**config.mk**
```make
export PLATFORM = sky130hd
export DESIGN_NAME = chip8_reset_ctrl
export DESIGN_NICKNAME = d
export VERILOG_FILES = /design/src/rtl/chip8_reset_pkg.sv /design/src/rtl/util_sync_edge.sv /design/src/rtl/chip8_reset_ctrl.sv
export SDC_FILE = /design/constraint.sdc
export NUM_CORES = 1
export LEC_CHECK = 0
export ABC_AREA = 0
export BUFFER_PORTS_ARGS = -buffer_cell sky130_fd_sc_hd__buf_2
export CORE_MARGIN = 4
export CORE_UTILIZATION = 50
export CTS_BUF_LIST = sky130_fd_sc_hd__clkbuf_8
export DETAILED_ROUTE_END_ITERATION = 12
export PLACE_DENSITY = 0.71
export SYNTH_ARGS = -nofsm -noshare
export SYNTH_HDL_FRONTEND = slang
export SYNTH_HIERARCHICAL = 1
export SYNTH_SLANG_ARGS = --single-unit
export TNS_END_PERCENT = 100
```
**constraint.sdc**
```tcl
create_clock -name i_clk -period 2.1 [get_ports i_clk]
set_input_delay 0.42 -clock i_clk [delete_from_list [all_inputs] [get_ports i_clk]]
set_output_delay 0.42 -clock i_clk [all_outputs]
set_load 0.1 [all_outputs]
```
**src/rtl/chip8_reset_pkg.sv**
```systemverilog
//==============================================================================
// Module      : chip8_reset_pkg
// Description : Shared state encoding and cause-bit indices for the Chip-8
//               reset-pulse generator.
// Revision    : 1.0 - initial release
//==============================================================================
`default_nettype none

package chip8_reset_pkg;

    // Controller states; explicit 2-bit encoding.
    typedef enum logic [1:0] {
        ST_IDLE  = 2'd0,
        ST_PULSE = 2'd1,
        ST_HOLD  = 2'd2
    } state_t;

    // Bit positions inside rst_cause.
    localparam int CAUSE_POR  = 0;
    localparam int CAUSE_SW   = 1;
    localparam int CAUSE_SRC0 = 2;

endpackage

`default_nettype wire

```
**src/rtl/util_sync_edge.sv**
```systemverilog
//==============================================================================
// Module      : util_sync_edge
// Description : Multi-stage synchroniser followed by a registered edge
//               detector of selectable polarity. Generalises the old
//               util_posedge / util_negedge helpers.
// Revision    : 1.0 - initial release
//==============================================================================
`default_nettype none

module util_sync_edge #(
    parameter int   STAGES = 2,     // synchroniser depth, 2..4
    parameter logic POL    = 1'b1   // 1 = rising edge / active high
) (
    input  logic i_clk,
    input  logic i_rst,
    input  logic i_async,
    output logic o_level,           // synchronised level, aligned with o_edge
    output logic o_edge             // one-cycle pulse on the active edge
);

    logic [STAGES-1:0] r_sync;
    logic              r_last;
    logic              r_edge;

    // Synchroniser chain plus edge detection; every flop resets to the
    // inactive level so that releasing reset cannot look like an edge.
    always_ff @(posedge i_clk or posedge i_rst) begin
        if (i_rst) begin
            r_sync <= {STAGES{~POL}};
            r_last <= ~POL;
            r_edge <= 1'b0;
        end else begin
            r_sync <= {r_sync[STAGES-2:0], i_async};
            r_last <= r_sync[STAGES-1];
            r_edge <= (r_sync[STAGES-1] == POL) && (r_last != POL);
        end
    end

    assign o_level = r_last;
    assign o_edge  = r_edge;

endmodule

`default_nettype wire

```
**src/rtl/chip8_reset_ctrl.sv**
```systemverilog
//==============================================================================
// Module      : chip8_reset_ctrl
// Description : Retriggerable, stretched reset-pulse generator for the Chip-8
//               core. Merges synchronised trigger sources, a software request
//               and power-on, and records the cause of every pulse.
// Revision    : 1.0 - initial release
//==============================================================================
`default_nettype none

module chip8_reset_ctrl #(
    parameter int                 NUM_SRC     = 2,
    parameter int                 PULSE_LEN   = 16,
    parameter logic [NUM_SRC-1:0] EDGE_POL    = 2'b10,
    parameter logic [NUM_SRC-1:0] HOLD_MASK   = 2'b00,
    parameter int                 SYNC_STAGES = 2
) (
    input  logic               i_clk,
    input  logic               i_res,
    input  logic [NUM_SRC-1:0] i_src,
    input  logic               i_sw_req,
    input  logic               i_cause_clr,
    output logic               o_rst_out,
    output logic               o_rst_done,
    output logic [NUM_SRC+1:0] o_rst_cause
);

    import chip8_reset_pkg::*;

    localparam int               CNT_W   = (PULSE_LEN > 1) ? $clog2(PULSE_LEN) : 1;
    localparam logic [CNT_W-1:0] CNT_MAX = CNT_W'(PULSE_LEN - 1);
    localparam logic [NUM_SRC+1:0] CAUSE_RST = (NUM_SRC+2)'(1) << CAUSE_POR;

    logic [NUM_SRC-1:0] w_level;
    logic [NUM_SRC-1:0] w_edge;
    logic [NUM_SRC-1:0] w_active;
    logic               w_hold_active;
    logic [NUM_SRC:0]   w_trig_vec;
    logic               w_trig;
    logic               w_nonheld_trig;
    logic [NUM_SRC+1:0] w_trig_cause;

    state_t             r_state;
    state_t             w_state_nxt;
    logic [CNT_W-1:0]   r_cnt;
    logic [CNT_W-1:0]   w_cnt_nxt;
    logic [NUM_SRC+1:0] r_cause;
    logic [NUM_SRC+1:0] w_cause_nxt;
    logic               r_rst_out;
    logic               r_done;
    logic               w_leave;

    generate
        for (genvar i = 0; i < NUM_SRC; i++) begin : g_src
            util_sync_edge #(
                .STAGES (SYNC_STAGES),
                .POL    (EDGE_POL[i])
            ) u_sync (
                .i_clk   (i_clk),
                .i_rst   (i_res),
                .i_async (i_src[i]),
                .o_level (w_level[i]),
                .o_edge  (w_edge[i])
            );
        end
    endgenerate

    assign w_active       = ~(w_level ^ EDGE_POL);
    assign w_hold_active  = |(w_active & HOLD_MASK);
    assign w_trig_vec     = {w_edge, i_sw_req};
    assign w_trig         = |w_trig_vec;
    assign w_nonheld_trig = i_sw_req | (|(w_edge & ~HOLD_MASK));
    assign w_trig_cause   = {w_trig_vec, 1'b0};

    // Next-state, counter and cause-flag logic.
    always_comb begin
        w_state_nxt = r_state;
        w_cnt_nxt   = r_cnt;
        w_cause_nxt = r_cause;
        case (r_state)
            ST_IDLE: begin
                if (w_trig) begin
                    w_state_nxt = ST_PULSE;
                    w_cnt_nxt   = '0;
                    w_cause_nxt = w_trig_cause;
                end else if (i_cause_clr) begin
                    w_cause_nxt = '0;
                end
            end
            ST_PULSE: begin
                if (w_trig) begin
                    w_cnt_nxt   = '0;
                    w_cause_nxt = r_cause | w_trig_cause;
                end else if (r_cnt == CNT_MAX) begin
                    // Counter stays at its maximum; it never wraps.
                    w_state_nxt = w_hold_active ? ST_HOLD : ST_IDLE;
                end else begin
                    w_cnt_nxt = r_cnt + CNT_W'(1);
                end
            end
            ST_HOLD: begin
                w_cause_nxt = r_cause | w_trig_cause;
                if (w_nonheld_trig) begin
                    w_state_nxt = ST_PULSE;
                    w_cnt_nxt   = '0;
                end else if (!w_hold_active) begin
                    w_state_nxt = ST_IDLE;
                end
            end
            default: begin
                w_state_nxt = ST_IDLE;
            end
        endcase
    end

    assign w_leave = (r_state != ST_IDLE) && (w_state_nxt == ST_IDLE);

    // State, counter, cause and registered outputs; reset starts a pulse.
    always_ff @(posedge i_clk or posedge i_res) begin
        if (i_res) begin
            r_state   <= ST_PULSE;
            r_cnt     <= '0;
            r_cause   <= CAUSE_RST;
            r_rst_out <= 1'b1;
            r_done    <= 1'b0;
        end else begin
            r_state   <= w_state_nxt;
            r_cnt     <= w_cnt_nxt;
            r_cause   <= w_cause_nxt;
            r_rst_out <= (w_state_nxt != ST_IDLE);
            r_done    <= w_leave;
        end
    end

    assign o_rst_out   = r_rst_out;
    assign o_rst_done  = r_done;
    assign o_rst_cause = r_cause;

endmodule

`default_nettype wire

```
# Word level (Yosys, flattened, before mapping)
# Index checks and enable logic that the tools add are counted.
# op_classes
n_div	0
n_shift	0
bitwise	4
mux	14
magnitude_cmp	0
addsub	1
n_mul	0
n_reduce_logical	12
n_eq_ne	8
# op_table
operator	n
2-to-1 mux 4 bit	7
one-hot mux 4 bit (3 select lines)	2
2-to-1 mux 2 bit	3
!= test 2 bit, second input constant	3
!= test 3 bit, second input constant	2
one-hot mux 2 bit (3 select lines)	1
adder 4 x 1 -> 4 bit, second input constant	1
== test 4 bit, second input constant	1
zero test 2 bit	2
OR 4 bit	1
AND reduction 4 bit	1
nonzero test 2 bit	2
logical AND 1 bit	3
AND reduction 3 bit	1
nonzero test 3 bit	1
OR reduction 3 bit	1
== test 2 x 1 -> 1 bit, second input constant	1
== test 2 bit, second input constant	1
NOT 1 bit	2
OR reduction 2 bit	1
2-to-1 mux 1 bit	1
OR 1 bit	1
# word_totals
n_memories	0
mem_bits_ro	0
regBits	20
inputBits	6
latch_bits	0
mem_bits_rw	0

# Depth between registers and ports, before layout
# depth
depth_word	6
mapped_depth	6
depth_no_buf	6

# By module
# The synthesis kept the hierarchy.
# by_module_without_submodules
mod	n_inst	seq_area_each_um2	cells_each	area_per_inst_um2
chip8_reset_ctrl	1	304.0	65	661.9
util_sync_edge (g_src[0].u_sync)	1	103.8	6	121.4
util_sync_edge (g_src[1].u_sync)	1	100.1	6	117.6

# Least setup slack after synthesis
# Ideal clock, no wire load.
# synth_path
kind	register to register
from	reg r_state[0]
to	reg r_rst_out (netlist: o_rst_out)
setup_time_ns	0.082
path_slack_ns	0.438
required_time_ns	2.018
synth_period_minus_slack_ns	1.662
t_arrival_ns	1.581
path_buffers	0
path_stages_with_launch	7
path_cell_list	dfstp_2 > inv_1 > ha_1 > or2_2 > a21oi_1 > a211oi_2 > or2_1
# synth_between
elab_chain_len	4
# synth_lines
item	line	text
start, declared	chip8_reset_ctrl.sv:42	state_t r_state;
start signal, assigned	chip8_reset_ctrl.sv:126	r_state <= w_state_nxt;
2-to-1 mux 2 bit	chip8_reset_ctrl.sv:93	end else if (r_cnt == CNT_MAX) begin
2-to-1 mux 2 bit	chip8_reset_ctrl.sv:90	if (w_trig) begin
one-hot mux 2 bit (3 select lines) (*)	chip8_reset_ctrl.sv:79	case (r_state)
via w_state_nxt[0]	chip8_reset_ctrl.sv:43	state_t w_state_nxt;
nonzero test 2 bit (*)	chip8_reset_ctrl.sv:129	r_rst_out <= (w_state_nxt != ST_IDLE);
end signal, assigned	chip8_reset_ctrl.sv:129	
end, declared	chip8_reset_ctrl.sv:48	logic r_rst_out;
# The timed path passes the listed nets; every way through them passes the cells marked *.
# A chain may end at the register's enable or synchronous reset.

# Worst setup path after layout
# Same ends and word-level chain as after synthesis.

==> results.txt <==
----------------------------------------------------
[Worst setup path]
  Reg-to-reg endpoint ... o_rst_out$_DFF_PP1_
  Worst R2R Start ... r_state[0]$_DFF_PP1_
  Critical Path, Cell by Cell ... inv_1, ha_1, or2_2, a21oi_1, a211oi_2, or2_1
  Register-to-register path setup slack ... 0.30 ns
  Worst reg-to-reg path cell count ... 6
  CP max stage cell ... sky130_fd_sc_hd__dfstp_2
  Critical Path Source ... r_state[0]$_DFF_PP1_
  Type of the worst setup path ... flop to flop
  Worst Path Arrival ... 1.99 ns
  Kind of launch point of the worst setup path ... flop
  Top fanout value on the critical path ... 6
  Critical path endpoint category ... flop
  Max stage delay on crit path ... 0.57 ns
  Data required time at the worst endpoint ... 2.28 ns

[Floorplanning]
  Overall die height ... 50.45 um
  Chip width ... 50.45 um
  Effective utilization at floorplan ... 0.5275
  DIE AREA ... 0.002545 mm^2
  Placeable core area ... 0.001708 mm^2
  Placement row count ... 15
  I/O pin count ... 12

[Finish]
  Number of inserted filler cells in the final layout ... 139
  Share of cells above drive strength 1 ... 0.3187
  Synthesis-to-finish area growth ... 15.28%
  Register area ... 508.0 um^2
  Net count, final ... 103
  Multi-input combinational cell area ... 359.1 um^2
  Non-Filler Cell Area, Final ... 0.001039 mm^2
  Cell Count, Final, Fillers Out ... 116
  Final cell utilization of the core ... 0.6081
  N_diodes ... 0

[Placement]
  Placed instance area ... 983.4 um^2
  Number of instances in the placed design ... 112
  DP HPWL ... 1132 um
  GPL Wtd Cong ... 0.8367
  Port buffer count ... 11

[Yosys]
  Cell types occupying the most area after synthesis ... sky130_fd_sc_hd__dfrtp_1 39%, sky130_fd_sc_hd__dfstp_2 18%, sky130_fd_sc_hd__ha_1 6.9%, sky130_fd_sc_hd__a22o_1 3.9%, sky130_fd_sc_hd__inv_1 3.3%
  Avg Inst Size Synth ... 11.70 um^2
  Mapped Area ... 900.9 um^2
  Sequential share of the synthesized area ... 0.5639
  Number of synthesized register bits ... 20
  Library cell occupying the most area in the post-synthesis netlist ... sky130_fd_sc_hd__dfrtp_1
  Syn_nets ... 88
  Most common flop cell mapped by yosys ... sky130_fd_sc_hd__dfrtp_1
  Post-synth EDFFs ... 0
  Gate count after technology mapping ... 77
  Distinct cell type count after synthesis ... 30
  Most frequent cell after synthesis ... sky130_fd_sc_hd__dfrtp_1
  Area share of the largest cell type after synthesis ... 0.3889
  Number of warning messages in the yosys log ... 6
  Most common library cells after synthesis ... 14 x sky130_fd_sc_hd__dfrtp_1, 8 x sky130_fd_sc_hd__inv_1, 6 x sky130_fd_sc_hd__dfstp_2, 5 x sky130_fd_sc_hd__a21oi_1, 5 x sky130_fd_sc_hd__ha_1
  Post-synth ARST share ... 1.000

[Clock tree]
  Source-to-sink clock delay at the later pin of the worst-skew pair ... 0.25 ns
  CTS tree ... built
  CTS root buf ... sky130_fd_sc_hd__clkbuf_8
  Worst-path clk slew ... 0.07 ns
  Clock sink total ... 20
  Number of H-tree branching levels ... 1
  Clock Tree Buf Depth ... 2
  TritonCTS buffer count ... 3
  Post-CTS Setup Inserts ... 0
  Number of resized instances in the post-cts repair step ... 0
  Hold-fix buffers at CTS ... 0

[Route]
  Routed length per placed instance ... 12.99 um
  Detail-routed via count per cell ... 5.138
  Routed Antenna Nets ... 0
  Total met2 wirelength after detailed routing ... 775 um
  DR top layer ... met4
  Via count ... 596
  Metal-1 WL ... 672 um
  TritonRoute pass-1 iters ... 4
  Sum of routed wire length over all layers ... 1507 um
  DR WL met3 ... 49 um
  Number of DRC violations after detailed routing ... 0
  Iteration-0 DRC Markers ... 7

[Power and ir drop]
  Peak ir drop on the vdd network ... 0.8961 mV
  Fraction of power consumed by the clock network ... 0.204
  Leak Pwr ... 0.0004792 uW
  Sw Share ... 0.4457
  Fraction of power consumed by combinational cells ... 0.432
  Internal power ... 773.2 uW
  Sequential share of power ... 0.365
  Total net switching power ... 621.8 uW
  Power density normalized to cell area ... 1343 mW/mm^2

[Timing]
  Slew at the pin closest to its max-slew limit ... 0.4928 ns
  Worst-case hold slack ... 0.04644 ns
  Summed negative setup slack over all endpoints ... 0 ns
  Portion of the clock cycle consumed by the worst path in the final layout ... 0.8589
  Layout Skew ... 0.003362 ns
  Hold violation count in the final report ... 0
  Setup-violating endpoint count in the final report ... 0
  Pins over their slew limit ... 0
  Setup repair after global routing missed its margin ... no
  Remaining max-slew budget at the tightest pin ... 0.6711
  Highest attainable clock frequency ... 554.4 MHz
  Min cycle time layout ... 1.804 ns

[Run]
  Max cap viols ... 0

[GRT]
  Residual overflow from global routing ... 0
  Number of antenna violations at the first check in global routing ... 0
  Via count of the first global-routing pass ... 595
  Aggregate global-route resource usage ... 0.1311
  Pin count of the biggest net entering global routing ... 13
  Global-route wire length before repair ... 2477 um

[Hold path]
  Worst min-delay path category ... input port to asynchronous set/reset pin

[Run status]
  Outcome ... complete, no violations

----------------------------------------------------
[layout make-up]
type	count	share of cell area
Sequential cell	20	0.4892
Timing Repair Buffer	11	0.05301
Inverter	8	0.02892
Tap cell	25	0.03012
Clock buffer	4	0.05301
Multi-Input combinational cell	48	0.3458
[state kept, by name, indices dropped and copies added, names as in the netlist]
| signal | flops |
|---|---|
| o_rst_cause | 4 |
| r_cnt | 4 |
| r_state | 2 |
| o_rst_done | 1 |
| g_src.u_sync/r_sync | 4 |
| g_src.u_sync/o_edge | 2 |
| g_src.u_sync/o_level | 2 |
| o_rst_out | 1 |
[worst max-delay path by stage]
stage / slack (ns) / depth (start not counted) / end
finish: 0.30 / 6 / o_rst_out$_DFF_PP1_
CTS: 0.30 / 6 / o_rst_out$_DFF_PP1_
global placement: 0.39 / 6 / o_rst_out$_DFF_PP1_
detailed placement: 0.31 / 6 / o_rst_out$_DFF_PP1_
floorplan: 0.44 / 6 / o_rst_out$_DFF_PP1_
global route: 0.19 / 6 / o_rst_done$_DFF_PP0_
[worst max-delay path: cells and delay by family, from the launching register on]
| kind | cells | cell delay, ns |
|---|---|---|
| simple gates | 2 | 0.58 |
| buf+inv | 1 | 0.06 |
| fa+ha+maj | 1 | 0.26 |
| flops | 1 | 0.57 |
| compound gates | 2 | 0.26 |
[cell usage in the layout (no fill, tap or decap), types with 2 or more instances in the layout]
cell / Yosys / final
sky130_fd_sc_hd__clkbuf_8: 0 / 4
sky130_fd_sc_hd__nand2_1: 4 / 4
sky130_fd_sc_hd__a21oi_1: 5 / 5
sky130_fd_sc_hd__a22o_1: 4 / 4
sky130_fd_sc_hd__dfstp_2: 6 / 6
sky130_fd_sc_hd__ha_1: 5 / 5
sky130_fd_sc_hd__nor2b_4: 2 / 2
sky130_fd_sc_hd__dfrtp_1: 14 / 14
sky130_fd_sc_hd__nor2_1: 4 / 4
sky130_fd_sc_hd__inv_1: 8 / 8
sky130_fd_sc_hd__o21ai_1: 2 / 2
sky130_fd_sc_hd__buf_2: 0 / 11
sky130_fd_sc_hd__nand3_1: 3 / 3
sky130_fd_sc_hd__o21ai_0: 2 / 2
[power by group through the flow]
| stage | sequential, uW | combinational (uW) | clock (uW) |
|---|---|---|---|
| 6_report | 509 | 602 | 284 |
| 3_3_place_gp | 513 | 598 | 0 |
| 4_1_cts | 508 | 603 | 292 |
| 5_1_grt | 516 | 641 | 308 |
| 3_5_place_dp | 514 | 602 | 0 |
| 2_1_floorplan | 793 | 227 | 0 |
[metrics by stage]
stage / power (uW) / setup slack (ns)
2_1_floorplan: 1020 / 0.4375
3_3_place_gp: 1111 / 0.3861
3_5_place_dp: 1116 / 0.3114
4_1_cts: 1403 / 0.3039
5_1_grt: 1465 / 0.1937
6_report: 1395 / 0.2962
[kinds of logic (layout without fill, tap and decap cells)]
group           Yosys count  count (layout)  synth area share
compound gates           19              19            0.1569
fa+ha+maj                 5               5           0.06944
mux                       1               1           0.01111
simple gates             23              23            0.1611
buf+inv                   9              23           0.03750
flops                    20              20            0.5639
[metal layers]
layer / global-route usage / vias up
met5: 0 / -
li1: - / 294
met2: 0.2152 / 7
met4: 0.06278 / 0
met3: 0.03858 / 2
met1: 0.1567 / 293
Power figures use the tool's default switching activity.
